[config.mk]
export PLATFORM = sky130hd
export DESIGN_NAME = seven_seg_scanner
export DESIGN_NICKNAME = d
export VERILOG_FILES = /design/src/rtl/seven_seg_scanner.sv
export SDC_FILE = /design/constraint.sdc
export NUM_CORES = 1
export LEC_CHECK = 0
export ABC_AREA = 1
export CAP_MARGIN = 30
export CELL_PAD_IN_SITES_DETAIL_PLACEMENT = 0
export CELL_PAD_IN_SITES_GLOBAL_PLACEMENT = 1
export CORE_MARGIN = 10
export CORE_UTILIZATION = 30
export DETAILED_ROUTE_END_ITERATION = 10
export PLACE_DENSITY = 0.66
export SLEW_MARGIN = 15
export SYNTH_ARGS = -nofsm -noshare
export SYNTH_HDL_FRONTEND = slang
export SYNTH_SLANG_ARGS = --single-unit
[constraint.sdc]
create_clock -name clk -period 2.2 [get_ports clk]
set_input_delay 0.55 -clock clk [delete_from_list [all_inputs] [get_ports clk]]
set_output_delay 0.55 -clock clk [all_outputs]
set_load 0.02 [all_outputs]
[src/rtl/seven_seg_scanner.sv]
// seven_seg_scanner
//   Time-multiplexed scanner for a common-anode multi-digit 7-segment display.
//   Steps through the nibbles of a held hex value, one per refresh slot, and
//   drives the matching active-low anode. Each slot opens with an all-off guard
//   interval. New values are only taken at frame boundaries.
// Ports
//   clk         system clock, rising edge
//   rst         synchronous active-high reset
//   value       hex value, nibble i shown on digit i (0 = rightmost)
//   value_valid 1-cycle strobe capturing value into the pending buffer
//   digit_en    per-digit enable mask, 0 keeps that digit dark
//   digit       nibble for the current slot (to the hex-to-segment decoder)
//   anodes      active-low anode enables, at most one low
//   frame_start 1-cycle pulse on the first cycle of slot 0
module seven_seg_scanner #(
    parameter int NUM_DIGITS   = 8,
    parameter int REFRESH_DIV  = 100000,
    parameter int BLANK_CYCLES = 1000,
    parameter int LZ_SUPPRESS  = 0
) (
    input  logic                    clk,
    input  logic                    rst,
    input  logic [4*NUM_DIGITS-1:0] value,
    input  logic                    value_valid,
    input  logic [NUM_DIGITS-1:0]   digit_en,
    output logic [3:0]              digit,
    output logic [NUM_DIGITS-1:0]   anodes,
    output logic                    frame_start
);

    localparam int CW = $clog2(REFRESH_DIV);
    localparam int IW = $clog2(NUM_DIGITS);
    localparam logic [CW-1:0] CNT_LAST  = CW'(REFRESH_DIV - 1);
    localparam logic [CW-1:0] CNT_BLANK = CW'(BLANK_CYCLES);
    localparam logic [IW-1:0] IDX_LAST  = IW'(NUM_DIGITS - 1);

    typedef enum logic {GUARD = 1'b0, SHOW = 1'b1} state_t;

    state_t                  state, state_nxt;
    logic [CW-1:0]           cnt, cnt_nxt;
    logic [IW-1:0]           idx, idx_nxt;
    logic [4*NUM_DIGITS-1:0] active, active_nxt, pending;
    logic                    pend_flag;
    logic                    slot_end, boundary;
    logic                    zero_above;
    logic [NUM_DIGITS-1:0]   lz_blank, anodes_nxt;
    logic [3:0]              digit_nxt;

    // Slot timer and digit index; boundary marks the edge that enters slot 0.
    always_comb begin
        slot_end = (cnt == CNT_LAST);
        boundary = slot_end && (idx == IDX_LAST);
        cnt_nxt  = slot_end ? '0 : cnt + CW'(1);
        idx_nxt  = idx;
        if (slot_end)
            idx_nxt = (idx == IDX_LAST) ? '0 : idx + IW'(1);
        // A strobe on the boundary edge lands in pending; the transfer
        // uses what was already pending.
        active_nxt = (boundary && pend_flag) ? pending : active;
    end

    // Leading-zero mask: digit i is blank when it and every digit above it
    // are zero. Built from the value the next slot will display.
    always_comb begin
        lz_blank   = '0;
        zero_above = 1'b1;
        for (int i = NUM_DIGITS - 1; i >= 0; i--) begin
            zero_above  = zero_above && (active_nxt[4*i +: 4] == 4'h0);
            lz_blank[i] = (LZ_SUPPRESS != 0) && (i != 0) && zero_above;
        end
    end

    // Next state and registered outputs, all aligned with the cnt update.
    always_comb begin
        state_nxt = state;
        case (state)
            GUARD:   if (cnt_nxt >= CNT_BLANK) state_nxt = SHOW;
            SHOW:    if (cnt_nxt == '0)        state_nxt = GUARD;
            default: state_nxt = GUARD;
        endcase
        anodes_nxt = '1;
        if (state_nxt == SHOW && digit_en[idx_nxt] && !lz_blank[idx_nxt])
            anodes_nxt[idx_nxt] = 1'b0;
        // Digit only changes at slot start while the anodes are dark.
        digit_nxt = digit;
        if (cnt_nxt == '0)
            digit_nxt = active_nxt[4*idx_nxt +: 4];
    end

    always_ff @(posedge clk) begin
        if (rst) begin
            cnt         <= '0;
            idx         <= '0;
            state       <= GUARD;
            active      <= '0;
            pending     <= '0;
            pend_flag   <= 1'b0;
            digit       <= 4'h0;
            anodes      <= '1;
            frame_start <= 1'b0;
        end else begin
            cnt         <= cnt_nxt;
            idx         <= idx_nxt;
            state       <= state_nxt;
            active      <= active_nxt;
            digit       <= digit_nxt;
            anodes      <= anodes_nxt;
            frame_start <= boundary;
            if (value_valid) begin
                pending   <= value;
                pend_flag <= 1'b1;
            end else if (boundary) begin
                pend_flag <= 1'b0;
            end
        end
    end

endmodule

==> results.md, run 1 <==
- Post-synthesis register bit count: 99
- Vias in the first global route: 4320
- Syn_nets: 737
- Slowest CP cell: dfxtp_1
- RSZ-0062 raised after global routing: true
- DRT iter0 DRCs: 305
- CP top delay family: simple AND/OR/NAND/NOR gates
- H-tree lvl count: 3
- Hold-fix buffers at CTS: 0
- GRT busiest layer: met2
- Arr. time, crit path: 2.30 ns
- Tcrit/Tclk final: 93.24%
- Post-Syn Area: 4572 µm²
- Final Hold Vio Count: 0
- Area leader, netlist: dfxtp_1
- Fin crit period: 2.051 ns
- Final worst setup slack: 0.1487 ns
- ANT nets after route: 0
- Row cnt: 45
- Final setup fails: 0
- Worst-path cell chain: inv_1 -> nor2_1 -> nand2_1 -> nor2_4 -> nand2_4 -> buf_4 -> nand2_2 -> nand2_1 -> inv_1 -> nand3_2 -> nor2_4 -> nand2_2 -> inv_4 -> nand3_1 -> nand2_1 -> inv_1
- Peak ir drop on the vdd network: 0.3815 mV
- Post-Syn Instances: 691
- Worst slack at placement: -0.07637 ns
- Commonest non-fill, non-tap cell in the layout: nand2_1
- Post-DP HPWL: 10.06 mm
- Die H: 143.5 µm
- GR Util met2: 21.04%
- HP Class: flop to flop
- Status: completed
- Setup crit start: cnt[16]
- Core box area: 15090 µm²
- WP buf/inv: 5
- Clk buf depth: 2
- Mux cell area share after synthesis: 0%
- Die Footprint: 20580 µm²
- Tightest Pin Transition: 0.4151 ns
- Leak: 2.823 nW
- CTS root buf: clkbuf_16
- Slew Viols, Final: 0
- Skew final: 0.006012 ns
- Simple-gate area share of the yosys netlist: 40.01%
- Critical path peak fanout: 5
- Mean area per synthesized cell: 6.616 µm²
- YS warnings: 0
- Worst Setup End Kind: flop
- Worst-path clk slew: 0.07 ns
- Max-cap violations: 0
- Fraction of the mapped netlist area in adder cells: 0.8210%
- Worst skew pair latency: 0.34 ns
- DRC viols: 0
- Critical R2R Launch: cnt[16]
- 1st-pass router iterations: 4
- Port Buf Inserts: 55
- Critical setup path kind: flop to flop
- WP data required: 2.45 ns
- Max frequency: 487.5 MHz
- First-pass GRT wire length: 22.16 mm
- # IOs: 56
- Largest stage delay on the critical path: 0.36 ns
- Seq/Total Area, Yosys: 43.35%
- Total Wirelength: 13.44 mm
- Initial Util: 30.30%
- Unique masters post-synth: 24
- Largest cells by area after synthesis: dfxtp_1 (43%), nand2_1 (18%), nor2_1 (11%)
- Pwr Density: 607.0 nW/µm²
- Antenna violations before repair: 0
- GRT Util Overall: 13.45%
- Area of placed instances: 5600 µm²
- Met3 Use GR: 2.640%
- CTS tree: done
- Commonest non-fill, non-tap cells in the layout: nand2_1 (211), nor2_1 (125), dfxtp_1 (91), clkdlybuf4s50_1 (54), buf_4 (49)
- GRT overflow: 0
- # fillers: 1609
- Diode count: 0
- Routed vias/inst: 4.544
- TritonCTS Buffers: 9
- Worst setup SP type: flop
- Wire per inst: 13.70 µm
- Slew headroom: 72.04%
- P&R area growth vs syn: 35.82%
- CTS Sinks: 99
- Vias: 4458
- Top cell type's share of synthesized area: 43.35%
- DIE WIDTH: 143.5 µm
- Non-Filler Cell Area, Final: 6210 µm²
- Compound-Gate Fraction of Synth Area: 8.648%
- Xor/xnor share of the synthesized area: 0.5747%
- Gpl congestion: 0.9304
- Hold_sp: active[25]
- Largest net degree at the start of global routing: 39
- Met1 Use GR: 17.81%
- Fin nets: 835
- Largest family of logic cells by synthesized area: simple AND/OR/NAND/NOR gates
- Share of layout cells above drive strength 1: 17.53%
## final timing paths
kind                                   end  slack (ns)  cells past startpoint
worst min register to register  active[25]        0.47                      2
worst max-delay path              digit[1]        0.15                     16
worst min-delay path            active[25]        0.47                      2
worst max register to register    digit[1]        0.15                     16
## logic make-up after synthesis
family,count (synthesis)
flops,99
fa+ha+maj,3
buf+inv,74
compound gates,79
simple gates,433
xor+xnor,3
## repair_timing
action / 4_1_cts / 5_1_grt
resized for setup: 5 / 61
pin swaps: 2 / 25
buffers inserted: 1 / 11
gates cloned: 0 / 1
endpoints found under the setup margin: 12 / 13
## cell usage after synthesis
library cell  instances
buf_2                 3
nor2_1              136
ha_1                  3
nor2_4                6
nor3_4                1
nor2_2                5
dfxtp_1              99
nor3_1                3
clkbuf_1             17
nand3_2               1
nand2_4               5
nand3b_1              1
clkinv_2              1
inv_2                 5
nand2_1             222
inv_1                44
nand2_2               4
o21ai_0              41
buf_6                 1
xor2_1                3
buf_4                 3
nand4_1               9
nand3_1              40
a21oi_1              38
## per-stage QoR
stage               utilization (%)  TNS [ns]  std cells  power (mW)  hold WS, ns
floorplan                         -         0        691       2.036       0.4471
global placement              37.11  -0.09689        953       2.173       0.4587
detailed placement            37.11   -0.3547        953       2.175       0.4610
CTS                           39.33         0        969       3.805       0.4716
global route                  41.15   -0.1093        981       3.927       0.4893
finish                        41.15         0        981       3.769       0.4687
## sequential cells by signal, summed over array words and instances (netlist names)
signal / count
cnt: 17
frame_start: 1
anodes: 8
pending: 32
digit: 4
state: 1
active: 32
pend_flag: 1
idx: 3
## cell type report
| type | count | area (µm²) | share of cell area [%] |
|---|---|---|---|
| clock buffer | 11 | 252.7 | 4.070 |
| clock inverter | 4 | 50.05 | 0.8060 |
| inverter | 50 | 192.7 | 3.103 |
| multi-input combinational | 519 | 2474 | 39.83 |
| sequential | 99 | 1994 | 32.12 |
| tap | 188 | 235.2 | 3.788 |
| timing repair buffer | 110 | 1011 | 16.28 |
## routing by layer
metal  up-vias  part of all wire, %
li1       2366                    -
met1      1990                   49
met2        85                   45
met3        17                  4.1
met4         0                  1.8
met5         -                    0
## worst register-to-register path, cell delays in order (launching register included)
cell     delay (ns)
dfxtp_1        0.36
inv_1          0.06
nor2_1         0.20
nand2_1        0.13
nor2_4         0.15
nand2_4        0.11
buf_4          0.15
nand2_2        0.07
nand2_1        0.05
inv_1          0.08
nand3_2        0.09
nor2_4         0.12
nand2_2        0.11
inv_4          0.08
nand3_1        0.09
nand2_1        0.06
inv_1          0.03
## power breakdown
group          switching [mW]  internal (mW)
Combinational           0.131          0.133
Clock                   0.689          0.936
Sequential             0.0336           1.85
No activity file was read; power rests on OpenSTA's default activity.
==> run 2, diff against run 1 <==
Settings changed: GPL_TIMING_DRIVEN set to 0.
==> run 2 against run 1 <==
Against the previous run: power is 1.4% higher; maximum frequency shrank 5.2%; die area is the same; clock power up 3%; sequential cell count unchanged; global-route usage is essentially flat; critical path type unchanged; critical endpoint unchanged.
==> results.md, run 2 (synthesized netlist as in run 1, its figures left out) <==
- Arr. time, crit path: 2.41 ns (+0.11 ns)
- Largest net degree at the start of global routing: 17 (-56%)
- Post-layout util: 41.53% (+0.38 points)
- Routed vias/inst: 4.602 (+1.3%)
- H-tree lvl count: 3 (unchanged)
- Final worst setup slack: 0.03628 ns (-0.1124 ns)
- Setup_tns: 0 ns (unchanged)
- HP Class: flop to flop
- Port Buf Inserts: 54 (-1.8%)
- Clock share of power: 43.7% (+0.6 points)
- RSZ-0062 raised after global routing: true
- Fin nets: 824 (-1.3%)
- GRT overflow: 0 (unchanged)
- Skew final: 0.008317 ns (+0.002305 ns)
- Hold-fix buffers at CTS: 0 (unchanged)
- Antenna violations before repair: 0 (unchanged)
- Clk buf depth: 2 (unchanged)
- Final setup fails: 0 (unchanged)
- Pwr Density: 609.7 nW/µm² (+0.45%)
- Row cnt: 45 (unchanged)
- CP dominant cell by count: nand2_1
- CTS Sinks: 99 (unchanged)
- Critical path peak fanout: 5 (unchanged)
- Slowest CP cell: dfxtp_4
- Worst-path clk slew: 0.07 ns (about the same)
- CTS tree: done
- Pint: 2.927 mW (+0.39%)
- Worst setup SP type: flop
- Peak ir drop on the vdd network: 0.4071 mV (+6.7%)
- Switching power: 0.8942 mW (+4.8%)
- DRT iter0 DRCs: 331 (+8.5%)
- Final Hold Vio Count: 0 (unchanged)
- GRT Util Overall: 13.44% (-0.015 points)
- Vias in the first global route: 4276 (-1.0%)
- # fillers: 1627 (+1.1%)
- Worst-path cell chain: ha_4 -> nand2_4 -> nor2_4 -> nand2_2 -> nor2_4 -> nand3_4 -> buf_8 -> nand2_4 -> nand2_2 -> nand2_1 -> nand2_1 -> nor2_2 -> nand3_2 -> nand2_1 -> inv_1
- Diode count: 0 (unchanged)
- Max-cap violations: 0 (unchanged)
- Biggest regs: active: 32 flops, pending: 32 flops, cnt: 17 flops
- Worst Setup End Kind: flop
- Status: completed
- Max frequency: 462.2 MHz (-5.2%)
- # IOs: 56 (unchanged)
- WP data required: 2.45 ns (about the same)
- Worst skew pair latency: 0.36 ns (+0.02 ns)
- TritonCTS Buffers: 9 (unchanged)
- Reg power frac: 49.2% (-0.7 points)
- Die Footprint: 20580 µm² (unchanged)
- 1st-pass router iterations: 4 (unchanged)
- Tightest Pin Transition: 0.6663 ns (+0.2512 ns)
- Fin crit period: 2.164 ns (+0.1124 ns)
- DRC viols: 0 (unchanged)
- Core box area: 15090 µm² (unchanged)
- DIE WIDTH: 143.5 µm (unchanged)
- Gpl congestion: 0.8734 (-6.1%)
- Slew Viols, Final: 0 (unchanged)
- First-pass GRT wire length: 21.82 mm (-1.5%)
- Hold_ws: 0.4667 ns (-0.002020 ns)
- Sw frac: 23.40% (+0.76 points)
- Combinational share of power: 7.1% (about the same)
- Total Wirelength: 13.81 mm (+2.7%)
- Vias: 4469 (+0.25%)
- Leak: 2.717 nW (-3.7%)
- CTS root buf: clkbuf_16
- Slew headroom: 55.58% (-16 points)
- Critical setup path kind: flop to flop
- Commonest non-fill, non-tap cell in the layout: nand2_1
- P&R area growth vs syn: 37.08%
- ANT nets after route: 0 (unchanged)
- Worst slack at placement: -0.2454 ns (-0.1690 ns)
- Largest stage delay on the critical path: 0.36 ns (about the same)
- Tcrit/Tclk final: 98.35% (+5.1 points)
- Die H: 143.5 µm (unchanged)
- Post-DP HPWL: 10.28 mm (+2.1%)
- Tot Pwr: 3.821 mW (+1.4%)
- Share of layout cells above drive strength 1: 18.52% (+0.99 points)
- Commonest non-fill, non-tap cells in the layout: nand2_1 (182), nor2_1 (120), dfxtp_1 (93), clkdlybuf4s50_1 (54), inv_1 (43)
- Wire per inst: 14.22 µm (+3.8%)
- Initial Util: 30.30% (unchanged)
[run 2: cell count changes in the layout (fill, tap and decap cells not counted), sizes merged]
| cell | before | now |
|---|---|---|
| buf | 56 | 26 |
| clkbuf | 11 | 29 |
| clkinv | 1 | 3 |
| clkinvlp | 2 | 1 |
| nand3 | 41 | 42 |
[run 2: worst paths after layout]
check	start	endpoint	slack (ns)	depth (start not counted)
setup / recovery	cnt[1]	digit[1]	0.04	15
hold / removal	active[0]	active[0]	0.47	2
setup reg to reg	cnt[1]	digit[1]	0.04	15
hold reg to reg	active[0]	active[0]	0.47	2
[run 2: layer usage]
metal | global-route usage [%] | vias to the layer above | routed length (µm)
met5 | 0 | - | 0
met4 | 5.212 | 0 | 241
met3 | 2.475 | 13 | 544
met2 | 20.99 | 89 | 6377
met1 | 17.91 | 2017 | 6643
li1 | - | 2350 | -
[run 2: stage by stage]
stage / instance area (µm²) / std cells
after floorplan: 4572 / 691
after global placement: 5348 / 933
after detailed placement: 5348 / 933
after CTS: 5823 / 954
after global routing: 6267 / 971
final: 6267 / 971
[run 2: area by class of cell]
cell class	count	area (µm²)	area share (%)
clock inverter	5	60.06	0.9583
multi-input combinational	520	2614	41.70
clock buffer	11	252.7	4.033
sequential	99	1994	31.82
timing repair buffer	74	768.2	12.26
inverter	50	196.4	3.134
buffer	24	146.4	2.336
tap	188	235.2	3.753
[run 2: timing repair]
action / 4_1_cts / 5_1_grt
gates cloned: 2 / 4
resized for setup: 28 / 89
pin swaps: 3 / 30
setup endpoints to repair: 12 / 13
buffers inserted: 3 / 13
[run 2: power by group through the flow]
| stage | logic [mW] | clock network, mW | registers [mW] |
|---|---|---|---|
| 2_1_floorplan | 0.120 | 0 | 1.92 |
| 3_3_place_gp | 0.257 | 0 | 1.92 |
| 3_5_place_dp | 0.260 | 0 | 1.92 |
| 4_1_cts | 0.270 | 1.71 | 1.88 |
| 5_1_grt | 0.308 | 1.78 | 1.89 |
| 6_report | 0.271 | 1.67 | 1.88 |
[run 2: worst max-delay path: cells and delay by family (launching register included)]
family        cells  cell delay [ns]
fa+ha+maj         1             0.14
flops             1             0.36
simple gates     12             1.28
buf+inv           2             0.27
